$ cat src/rtl/alarm_if.sv
// -----------------------------------------------------------------------------
// alarm_if
// Groups the alarm controller's time inputs, control inputs and status
// outputs into one bundle.
//   master : the side that supplies time and user controls (time counter / UI)
//   slave  : the alarm controller
// Signals:
//   sec_tick            1 Hz strobe, one clk wide; time fields stable while high
//   hour/minute/second  live time of day (11 bit fields)
//   week                live weekday, 1..7 (11 bit field)
//   set_en/set_hour/set_minute  alarm time load request
//   set_week_mask       weekday enable mask (only with ALARM_WEEKDAY_MASK_EN)
//   arm                 level, alarm enabled while high
//   stop/snooze         single-cycle user pulses
//   ringing/snoozed/buzzer  status and tone outputs
//   alarm_hour/alarm_minute stored alarm time
// -----------------------------------------------------------------------------
interface alarm_if;
  logic        sec_tick;
  logic [10:0] hour;
  logic [10:0] minute;
  logic [10:0] second;
  logic [10:0] week;
  logic        set_en;
  logic [4:0]  set_hour;
  logic [5:0]  set_minute;
`ifdef ALARM_WEEKDAY_MASK_EN
  logic [6:0]  set_week_mask;
`endif
  logic        arm;
  logic        stop;
  logic        snooze;
  logic        ringing;
  logic        snoozed;
  logic        buzzer;
  logic [4:0]  alarm_hour;
  logic [5:0]  alarm_minute;

  modport master (
`ifdef ALARM_WEEKDAY_MASK_EN
    output set_week_mask,
`endif
    output sec_tick, hour, minute, second, week,
    output set_en, set_hour, set_minute,
    output arm, stop, snooze,
    input  ringing, snoozed, buzzer, alarm_hour, alarm_minute
  );

  modport slave (
`ifdef ALARM_WEEKDAY_MASK_EN
    input  set_week_mask,
`endif
    input  sec_tick, hour, minute, second, week,
    input  set_en, set_hour, set_minute,
    input  arm, stop, snooze,
    output ringing, snoozed, buzzer, alarm_hour, alarm_minute
  );
endinterface

$ cat src/rtl/alarm_controller.sv
// -----------------------------------------------------------------------------
// alarm_controller
// Programmable daily alarm fed by the calendar/time counter. A three-state
// FSM (IDLE, RINGING, SNOOZE) rings a square-wave buzzer when the live time
// reaches the stored alarm time at second 0, with stop, snooze and an
// automatic ring timeout. Everything runs on clk; second-level events are
// qualified by sec_tick.
// Parameters:
//   SNOOZE_MIN      snooze length in minutes (1..30)
//   RING_TIMEOUT_S  seconds of ringing before auto-stop (1..255)
//   TONE_DIV        clk cycles per buzzer half-period (>=2)
// Ports:
//   clk  system clock
//   rst  asynchronous active-high reset
//   bus  alarm_if.slave: time inputs, set/arm/stop/snooze, status outputs
// Optional feature macro: ALARM_WEEKDAY_MASK_EN adds a per-weekday enable
// mask (set_week_mask, loaded with set_en, resets to all days enabled).
// -----------------------------------------------------------------------------
module alarm_controller #(
  parameter int SNOOZE_MIN     = 5,
  parameter int RING_TIMEOUT_S = 60,
  parameter int TONE_DIV       = 25000
) (
  input  logic   clk,
  input  logic   rst,
  alarm_if.slave bus
);
  localparam int              TW          = $clog2(TONE_DIV);
  localparam logic [TW-1:0]   TONE_LAST   = TW'(TONE_DIV - 1);
  localparam logic [7:0]      RING_LAST   = 8'(RING_TIMEOUT_S - 1);
  localparam logic [10:0]     SNOOZE_LOAD = 11'(SNOOZE_MIN * 60);

  typedef enum logic [1:0] {IDLE, RINGING, SNOOZE} state_t;

  state_t          state_reg, state_next;
  logic [7:0]      ring_cnt_reg, ring_cnt_next;
  logic [10:0]     snooze_cnt_reg, snooze_cnt_next;
  logic [TW-1:0]   tone_cnt_reg, tone_cnt_next;
  logic            buzzer_reg, buzzer_next;
  logic [4:0]      alarm_hour_reg, alarm_hour_next;
  logic [5:0]      alarm_minute_reg, alarm_minute_next;
  logic            load_ok;
  logic            day_ok;
  logic            match;

  // A load with an out-of-range hour or minute is dropped as a whole.
  assign load_ok = bus.set_en && (bus.set_hour <= 5'd23) && (bus.set_minute <= 6'd59);

`ifdef ALARM_WEEKDAY_MASK_EN
  logic [6:0] week_mask_reg;
  logic [7:0] day_vec;
  // Bit 0 is a hard zero so week==0 never matches; bit n is mask bit n-1.
  assign day_vec = {week_mask_reg, 1'b0};
  assign day_ok  = (bus.week <= 11'd7) && day_vec[bus.week[2:0]];

  always_ff @(posedge clk or posedge rst) begin
    if (rst) begin
      week_mask_reg <= 7'b1111111;
    end else if (load_ok) begin
      week_mask_reg <= bus.set_week_mask;
    end
  end
`else
  logic unused_week;
  assign unused_week = ^bus.week;
  assign day_ok      = 1'b1;
`endif

  assign match = bus.sec_tick && bus.arm && day_ok &&
                 (bus.hour   == {6'd0, alarm_hour_reg}) &&
                 (bus.minute == {5'd0, alarm_minute_reg}) &&
                 (bus.second == 11'd0);

  always_comb begin
    state_next        = state_reg;
    ring_cnt_next     = ring_cnt_reg;
    snooze_cnt_next   = snooze_cnt_reg;
    tone_cnt_next     = tone_cnt_reg;
    buzzer_next       = buzzer_reg;
    alarm_hour_next   = alarm_hour_reg;
    alarm_minute_next = alarm_minute_reg;

    if (load_ok) begin
      alarm_hour_next   = bus.set_hour;
      alarm_minute_next = bus.set_minute;
    end

    case (state_reg)
      IDLE: begin
        // stop outranks a match arriving in the same cycle.
        if (match && !bus.stop) begin
          state_next    = RINGING;
          ring_cnt_next = '0;
          tone_cnt_next = '0;
          buzzer_next   = 1'b0;
        end
      end
      RINGING: begin
        if (!bus.arm || bus.stop) begin
          state_next  = IDLE;
          buzzer_next = 1'b0;
        end else if (bus.snooze) begin
          state_next      = SNOOZE;
          snooze_cnt_next = SNOOZE_LOAD;
          buzzer_next     = 1'b0;
        end else if (bus.sec_tick && (ring_cnt_reg == RING_LAST)) begin
          // This tick is the RING_TIMEOUT_S-th one counted while ringing.
          state_next  = IDLE;
          buzzer_next = 1'b0;
        end else begin
          if (bus.sec_tick) begin
            ring_cnt_next = ring_cnt_reg + 8'd1;
          end
          if (tone_cnt_reg == TONE_LAST) begin
            tone_cnt_next = '0;
            buzzer_next   = ~buzzer_reg;
          end else begin
            tone_cnt_next = tone_cnt_reg + TW'(1);
          end
        end
      end
      SNOOZE: begin
        if (!bus.arm || bus.stop) begin
          state_next = IDLE;
        end else if (bus.sec_tick) begin
          if (snooze_cnt_reg == 11'd1) begin
            state_next    = RINGING;
            ring_cnt_next = '0;
            tone_cnt_next = '0;
            buzzer_next   = 1'b0;
          end else begin
            snooze_cnt_next = snooze_cnt_reg - 11'd1;
          end
        end
      end
      default: begin
        state_next  = IDLE;
        buzzer_next = 1'b0;
      end
    endcase
  end

  always_ff @(posedge clk or posedge rst) begin
    if (rst) begin
      state_reg        <= IDLE;
      ring_cnt_reg     <= '0;
      snooze_cnt_reg   <= '0;
      tone_cnt_reg     <= '0;
      buzzer_reg       <= 1'b0;
      alarm_hour_reg   <= 5'd7;
      alarm_minute_reg <= 6'd0;
    end else begin
      state_reg        <= state_next;
      ring_cnt_reg     <= ring_cnt_next;
      snooze_cnt_reg   <= snooze_cnt_next;
      tone_cnt_reg     <= tone_cnt_next;
      buzzer_reg       <= buzzer_next;
      alarm_hour_reg   <= alarm_hour_next;
      alarm_minute_reg <= alarm_minute_next;
    end
  end

  assign bus.ringing      = (state_reg == RINGING);
  assign bus.snoozed      = (state_reg == SNOOZE);
  assign bus.buzzer       = buzzer_reg;
  assign bus.alarm_hour   = alarm_hour_reg;
  assign bus.alarm_minute = alarm_minute_reg;
endmodule

$ cat src/flat_wrapper.sv
// flat-port wrapper written by rule: the top's interface ports become plain ports
module alarm_controller_flat 
#(
  parameter int SNOOZE_MIN     = 5,
  parameter int RING_TIMEOUT_S = 60,
  parameter int TONE_DIV       = 25000
)
  (clk, rst, bus_sec_tick, bus_hour, bus_minute, bus_second, bus_week, bus_set_en, bus_set_hour, bus_set_minute, bus_arm, bus_stop, bus_snooze, bus_ringing, bus_snoozed, bus_buzzer, bus_alarm_hour, bus_alarm_minute);
  alarm_if bus_i ();
  input  logic clk;
  input  logic rst;
  input wire logic [$bits(bus_i.sec_tick)-1:0] bus_sec_tick;
  input wire logic [$bits(bus_i.hour)-1:0] bus_hour;
  input wire logic [$bits(bus_i.minute)-1:0] bus_minute;
  input wire logic [$bits(bus_i.second)-1:0] bus_second;
  input wire logic [$bits(bus_i.week)-1:0] bus_week;
  input wire logic [$bits(bus_i.set_en)-1:0] bus_set_en;
  input wire logic [$bits(bus_i.set_hour)-1:0] bus_set_hour;
  input wire logic [$bits(bus_i.set_minute)-1:0] bus_set_minute;
  input wire logic [$bits(bus_i.arm)-1:0] bus_arm;
  input wire logic [$bits(bus_i.stop)-1:0] bus_stop;
  input wire logic [$bits(bus_i.snooze)-1:0] bus_snooze;
  output wire logic [$bits(bus_i.ringing)-1:0] bus_ringing;
  output wire logic [$bits(bus_i.snoozed)-1:0] bus_snoozed;
  output wire logic [$bits(bus_i.buzzer)-1:0] bus_buzzer;
  output wire logic [$bits(bus_i.alarm_hour)-1:0] bus_alarm_hour;
  output wire logic [$bits(bus_i.alarm_minute)-1:0] bus_alarm_minute;
  assign bus_i.sec_tick = bus_sec_tick;
  assign bus_i.hour = bus_hour;
  assign bus_i.minute = bus_minute;
  assign bus_i.second = bus_second;
  assign bus_i.week = bus_week;
  assign bus_i.set_en = bus_set_en;
  assign bus_i.set_hour = bus_set_hour;
  assign bus_i.set_minute = bus_set_minute;
  assign bus_i.arm = bus_arm;
  assign bus_i.stop = bus_stop;
  assign bus_i.snooze = bus_snooze;
  assign bus_ringing = bus_i.ringing;
  assign bus_snoozed = bus_i.snoozed;
  assign bus_buzzer = bus_i.buzzer;
  assign bus_alarm_hour = bus_i.alarm_hour;
  assign bus_alarm_minute = bus_i.alarm_minute;
  alarm_controller #(.SNOOZE_MIN(SNOOZE_MIN), .RING_TIMEOUT_S(RING_TIMEOUT_S), .TONE_DIV(TONE_DIV)) u_core (.clk(clk), .rst(rst), .bus(bus_i));
endmodule
$ cat config.mk
export PLATFORM = sky130hd
export DESIGN_NAME = alarm_controller_flat
export DESIGN_NICKNAME = d
export VERILOG_FILES = /design/src/rtl/alarm_if.sv /design/src/rtl/alarm_controller.sv /design/src/flat_wrapper.sv
export SDC_FILE = /design/constraint.sdc
export NUM_CORES = 1
export LEC_CHECK = 0
export ABC_AREA = 1
export CAP_MARGIN = 15
export CELL_PAD_IN_SITES_DETAIL_PLACEMENT = 0
export CELL_PAD_IN_SITES_GLOBAL_PLACEMENT = 1
export CORE_MARGIN = 2
export CORE_UTILIZATION = 35
export DETAILED_ROUTE_END_ITERATION = 10
export PLACE_DENSITY_LB_ADDON = 0.08
export SLEW_MARGIN = 20
export SYNTH_ARGS = -nofsm -noshare
export SYNTH_HDL_FRONTEND = slang
export SYNTH_SLANG_ARGS = --single-unit
$ cat constraint.sdc
create_clock -name clk -period 2.4 [get_ports clk]
set_clock_uncertainty 0.1 [all_clocks]
set_input_delay 0.48 -clock clk [delete_from_list [all_inputs] [get_ports clk]]
set_output_delay 0.48 -clock clk [all_outputs]
set_load 0.1 [all_outputs]
# --- Word level (Yosys, flattened, before mapping) ---
# Index checks and enable logic that the tools add are counted.
# W data, S select, Z words.
totals:
  input_bits: 62
  regBits: 48
op_classes:
  n_mux: 41
  n_lt_le_gt_ge: 2
  addsub: 3
  bitwise: 1
  eq_ne: 21
  reduce_logical: 20
op_table:
  columns: ["op", "count"]
  rows:
  - ["$mux W15", 8]
  - ["$mux W8", 8]
  - ["$mux W11", 5]
  - ["$pmux W15 S3", 1]
  - ["$pmux W8 S3", 1]
  - ["$pmux W11 S2", 1]
  - ["$ne A2 B2 Y1 const B", 8]
  - ["$add A15 B1 Y15 const B", 1]
  - ["$eq A15 B15 Y1 const B", 1]
  - ["$mux W2", 7]
  - ["$eq A11 B1 Y1 const B", 1]
  - ["$eq A11 B5 Y1", 1]
  - ["$eq A11 B6 Y1", 1]
  - ["$logic_not A11 Y1", 1]
  - ["$sub A11 B1 Y11 const B", 1]
  - ["$reduce_and A9 Y1", 1]
  - ["$add A8 B1 Y8 const B", 1]
  - ["$eq A8 B6 Y1 const B", 1]
  - ["$logic_and A1 B1 Y1", 8]
  - ["$mux W1", 8]
  - ["$reduce_and A8 Y1", 1]
  - ["$le A6 B6 Y1 const B", 1]
  - ["$pmux W2 S3", 1]
  - ["$reduce_and A6 Y1", 1]
  - ["other kinds (17)", 19]

# --- Longest topological paths before layout ---
depth:
  ltp_word: 7
  ltp_mapped: 12
  depth_no_buf: 11

# --- Worst setup path after synthesis ---
# No wires, ideal clock.
synth_path:
  path_type: "reg-to-reg"
  startpoint: "register u_core.alarm_minute_reg[4], in the netlist u_core.bus.alarm_minute[4]"
  endpoint: "register u_core.tone_cnt_reg[7]"
  period_less_slack_ns: 2.146
  slack_ns: 0.254
  setup_time_ns: 0.117
  stages_incl_launch_ff: 13
  path_buffers: 1
  arrival_time_ns: 1.930
  path_cell_list: "dfrtp_1 inv_1 nand2_1 nand2_1 nor2_1 nand2_1 nor2_1 nand3_1 nand2_2 nand3_4 buf_6 nand2_1 nand2_1"
synth_via:
  elab_chain_cells: 6
synth_rtl:
  columns: ["element", "line", "source"]
  rows:
  - ["start: declaration", "alarm_controller.sv:41", "logic [5:0] alarm_minute_reg, alarm_minute_next;"]
  - ["start signal: assignment", "alarm_controller.sv:159", "alarm_minute_reg <= alarm_minute_next;"]
  - ["$eq A11 B6 Y1", "alarm_controller.sv:71", "(bus.minute == {5'd0, alarm_minute_reg}) &&"]
  - ["$logic_and A1 B1 Y1", "alarm_controller.sv:70", "(bus.hour == {6'd0, alarm_hour_reg}) &&"]
  - ["$logic_and A1 B1 Y1", "alarm_controller.sv:71", null]
  - ["$logic_and A1 B1 Y1", "alarm_controller.sv:91", "if (match && !bus.stop) begin"]
  - ["$ne A2 B1 Y1 (no line)", null, null]
  - ["$reduce_and A8 Y1 (no line)", null, null]
  - ["end signal: assignment", "alarm_controller.sv:156", "tone_cnt_reg <= tone_cnt_next;"]
  - ["end: declaration", "alarm_controller.sv:38", "logic [TW-1:0] tone_cnt_reg, tone_cnt_next;"]
# No other way between the ends.
# A chain may end at the register's enable or synchronous reset.

# --- Worst setup path in the final report ---
layout_path:
  startpoint: "input port bus_hour[8]"
  endpoint: "register u_core.tone_cnt_reg[3]"
layout_via:
  elab_chain_cells: 7
layout_rtl:
  columns: ["element", "line", "source"]
  rows:
  - ["start: declaration", "flat_wrapper.sv:13", "input wire logic [$bits(bus_i.hour)-1:0] bus_hour;"]
  - ["$eq A11 B5 Y1", "alarm_controller.sv:70", null]
  - ["$logic_and A1 B1 Y1", "alarm_controller.sv:69", "assign match = bus.sec_tick && bus.arm && day_ok &&"]
  - ["$logic_and A1 B1 Y1", "alarm_controller.sv:70", null]
  - ["$logic_and A1 B1 Y1", "alarm_controller.sv:71", null]
  - ["$logic_and A1 B1 Y1", "alarm_controller.sv:91", null]
  - ["$ne A2 B1 Y1 (no line)", null, null]
  - ["$reduce_and A8 Y1 (no line)", null, null]
# No other way between the ends.

==> summary.md <==
| Metric | Value |
|---|---|
| Run status | complete, no violations |
| # H-tree levels | 2 |
| Share of layout cells above drive strength 1 | 12.3% |
| Combined area of all synthesized cells | 0.00312 mm² |
| Placement row count | 34 |
| R2r setup slk | 490 ps |
| Number of nets with antenna violations after detailed routing | 0 |
| Class of the most critical setup path | in -> reg |
| Total of endpoints with negative setup slack in the final report | 0 |
| Clock buffer count from CTS | 5 |
| Delay contributed by the slowest stage of the critical path | 400 ps |
| Sequential standard cell area | 0.00120 mm² |
| Power per cell area | 659 mW/mm² |
| Top cell family by delay on the critical path | simple AND/OR/NAND/NOR gates |
| Sort of element at the start of the critical path | input port |
| Reg power frac | 39.0% |
| First-iteration detailed-routing DRC count | 103 |
| Count of buffers added by post-CTS timing repair for setup | 0 |
| Critical Path End Type | flop |
| Data arrival time of the worst path | 2080 ps |
| Fin. max-slew vios | 0 |
| Max reg flops | 15 |
| Top achievable clock speed | 0.505 GHz |
| Gate count of the mapped netlist | 449 |
| Number of synthesized register bits | 48 |
| Chip Height | 98.4 µm |
| Most common cell after layout, fill and taps aside | sky130_fd_sc_hd__nand2_1 |
| CP max-delay cell | sky130_fd_sc_hd__clkdlybuf4s50_1 |
| CTS clock-pin slew for the worst setup and hold paths | 100 ps |
| Yosys top cell area share | 36.1% |
| Required @ worst endpoint | 2500 ps |
| Maximum vdd ir drop | 0.262 mV |
| Sequential fraction of the synthesis area | 38.6% |
| Area Overhead vs Synth | 30.1% |
| Vias in the first global route | 2964 |
| Drc violations | 0 |
| Post-route fraction of the period consumed by the critical path | 82.5% |
| Number of buffers between clock root and the deepest sink | 2 |
| # resized after CTS | 0 |
| Total overflow reported by the global router | 0 |
| Clk network pwr share | 18.3% |
| Series of cell instances along the critical path | clkdlybuf4s50_1, or2_2, nor2_1, nand2_1, nor2_1, nand3_1, nand2_2, nand3_4, nand2_1, nand2_1 |
| Top Ports | 76 |
| Via count | 3025 |
| Setup repair after global routing missed its margin | no |
| Die ar. | 0.00969 mm² |
| Count of maximum capacitance violations | 0 |
| Launching point of the worst reg2reg path | u_core.state_reg[0] |
| GPL Wtd Cong | 0.824 |
| All-layer global routing usage | 17.6% |
| Most area-consuming cells after synthesis | sky130_fd_sc_hd__dfrtp_1 (36%), sky130_fd_sc_hd__nand2_1 (16%), sky130_fd_sc_hd__nor2_1 (8.2%) |
| Relative contribution of combinational cells to total power | 42.7% |
| Post-DP HPWL | 6180 µm |
| Final WL | 8150 µm |
| Most frequent cell on the critical path | sky130_fd_sc_hd__nand2_1 |
| Sinks on the clock net | 48 |
| Std-Cell Core Area | 0.00868 mm² |
| Wire length of the first global-routing pass | 14100 µm |
| Buf/Inv on CP | 1 |
| Final critical path time including I/O delays and setup | 1980 ps |
| Logic depth of the worst register-to-register path | 7 |
| Post-Syn Nets | 515 |
| Clk_lat worst skew | 300 ps |
| Antenna violations before repair | 0 |
| Transition time at the pin with the least slew margin | 351 ps |
| Antenna Diode Count | 0 |
| Reg-to-reg critical path endpoint | u_core.snooze_cnt_reg[5] |
| Worst hold-check path type | in -> async |
| Number of nets in the finished design | 593 |
| Port Buffer Count | 64 |
| Warnings, synthesis | 0 |
| Synth Area per Inst | 6.95 µm² |
| Wirelength per Cell | 12.8 µm |
| Area of the multi-input gates | 0.00167 mm² |
| Initial cell density of the core | 36.0% |
| Maximum fanout encountered on the critical timing path | 16 |
| Fillers | 935 |
| Rel. slew slack | 76.4% |
| Post-detailed-route via-to-cell ratio | 4.76 |
| Library cell occupying the most area in the post-synthesis netlist | sky130_fd_sc_hd__dfrtp_1 |
| Die width | 98.4 µm |
| Fraction of power spent switching nets | 43.3% |
| Largest net degree at the start of global routing | 25 |
| Switching power | 0.00116 W |
| Leakage power of the design | 1.92 nW |
| Final hold viol count | 0 |
| Aggregate negative setup slack | 0 ps |
| Commonest non-fill, non-tap cells in the layout | sky130_fd_sc_hd__nand2_1 (134), sky130_fd_sc_hd__nor2_1 (68), sky130_fd_sc_hd__clkdlybuf4s50_1 (50), sky130_fd_sc_hd__inv_1 (48), sky130_fd_sc_hd__dfrtp_1 (45) |
| Root Buffer | sky130_fd_sc_hd__clkbuf_8 |
| Worst hold-check slack | 352 ps |
| TritonCTS clock tree | done |
| Internal power consumption | 0.00152 W |
| Post-CTS Hold Buffers | 0 |
| First drt pass iteration count | 5 |
| Synth cell types | 34 |
[power by group through the flow]
stage                     clock network (W)  registers (W)  logic [W]
after detailed placement                  0        0.00106    0.00115
after floorplan                           0        0.00125   0.000609
after global placement                    0        0.00106    0.00114
after CTS                          0.000523        0.00105    0.00115
after global routing               0.000559        0.00106    0.00126
final                              0.000490        0.00104    0.00114
[final cells by class]
class / instances / area share, %
Multi-Input combinational cell: 341 / 41.2
Inverter: 52 / 4.81
Tap cell: 108 / 3.33
Clock inverter: 2 / 0.308
Clock buffer: 6 / 1.79
Sequential cell: 48 / 29.7
Timing Repair Buffer: 79 / 18.9
[stage by stage]
| stage | setup slack [ps] | util [%] | instance area [µm²] | total power, W | cells |
|---|---|---|---|---|---|
| 4_1_cts | 403 | 46.8 | 4060 | 0.00272 | 636 |
| 3_5_place_dp | 77.0 | 45.8 | 3980 | 0.00221 | 628 |
| 5_1_grt | 222 | 46.8 | 4060 | 0.00288 | 636 |
| 3_3_place_gp | 80.3 | 45.8 | 3980 | 0.00220 | 628 |
| 2_1_floorplan | 254 | - | 3120 | 0.00186 | 449 |
| 6_report | 420 | 46.8 | 4060 | 0.00267 | 636 |
[how the worst max path moves through the flow]
stage	from	endpoint	cells past startpoint
5_1_grt	bus_hour[3]	u_core.tone_cnt_reg[2]	12
4_1_cts	bus_hour[3]	u_core.tone_cnt_reg[10]	12
6_report	bus_hour[8]	u_core.tone_cnt_reg[3]	10
3_3_place_gp	bus_hour[3]	u_core.tone_cnt_reg[13]	12
2_1_floorplan	u_core.bus.alarm_minute[4]	u_core.tone_cnt_reg[7]	12
3_5_place_dp	bus_hour[3]	u_core.tone_cnt_reg[9]	12
[synthesized netlist by cell type]
cell                          n
sky130_fd_sc_hd__a21o_1       1
sky130_fd_sc_hd__a21oi_1     13
sky130_fd_sc_hd__a21oi_2      2
sky130_fd_sc_hd__a21oi_4      1
sky130_fd_sc_hd__a2bb2oi_2    1
sky130_fd_sc_hd__buf_2        6
sky130_fd_sc_hd__buf_4        1
sky130_fd_sc_hd__buf_6        1
sky130_fd_sc_hd__dfrtp_1     45
sky130_fd_sc_hd__dfstp_2      3
sky130_fd_sc_hd__ha_1         4
sky130_fd_sc_hd__inv_1       49
sky130_fd_sc_hd__inv_2        3
sky130_fd_sc_hd__mux2_2       4
sky130_fd_sc_hd__nand2_1    134
sky130_fd_sc_hd__nand2_2      2
sky130_fd_sc_hd__nand3_1     36
sky130_fd_sc_hd__nand3_2      3
sky130_fd_sc_hd__nand3_4      1
sky130_fd_sc_hd__nand3b_1     2
sky130_fd_sc_hd__nand4_1     22
sky130_fd_sc_hd__nor2_1      68
sky130_fd_sc_hd__nor2_2       2
sky130_fd_sc_hd__nor2_4       3
sky130_fd_sc_hd__nor3_1       9
sky130_fd_sc_hd__nor4_1       1
sky130_fd_sc_hd__o211ai_1     1
sky130_fd_sc_hd__o21ai_0     16
sky130_fd_sc_hd__o21bai_1     1
sky130_fd_sc_hd__o311ai_0     1
sky130_fd_sc_hd__o31ai_1      3
sky130_fd_sc_hd__or2_2        3
sky130_fd_sc_hd__xnor2_1      2
sky130_fd_sc_hd__xor2_1       5
[per-layer routing]
metal | share of wire (%) | wire length (µm) | global-route usage [%] | vias up
met4 | 1.7 | 135 | 4.64 | 0
met3 | 4.0 | 324 | 3.33 | 11
li1 | - | - | - | 1607
met1 | 48 | 3930 | 23.6 | 1360
met2 | 46 | 3760 | 29.3 | 47
met5 | 0 | 0 | 0 | -
[logic make-up after synthesis]
| family | Yosys count | synth area share (%) |
|---|---|---|
| AOI/OAI and AO/OA | 40 | 7.94 |
| xor gates and xnor gates | 7 | 1.96 |
| adders and majority gates | 4 | 1.60 |
| buffers and inverters | 60 | 7.82 |
| DFF | 48 | 38.6 |
| muxes | 4 | 1.44 |
| and+or+nand+nor | 286 | 40.6 |
(Power assumes the default switching activity.)
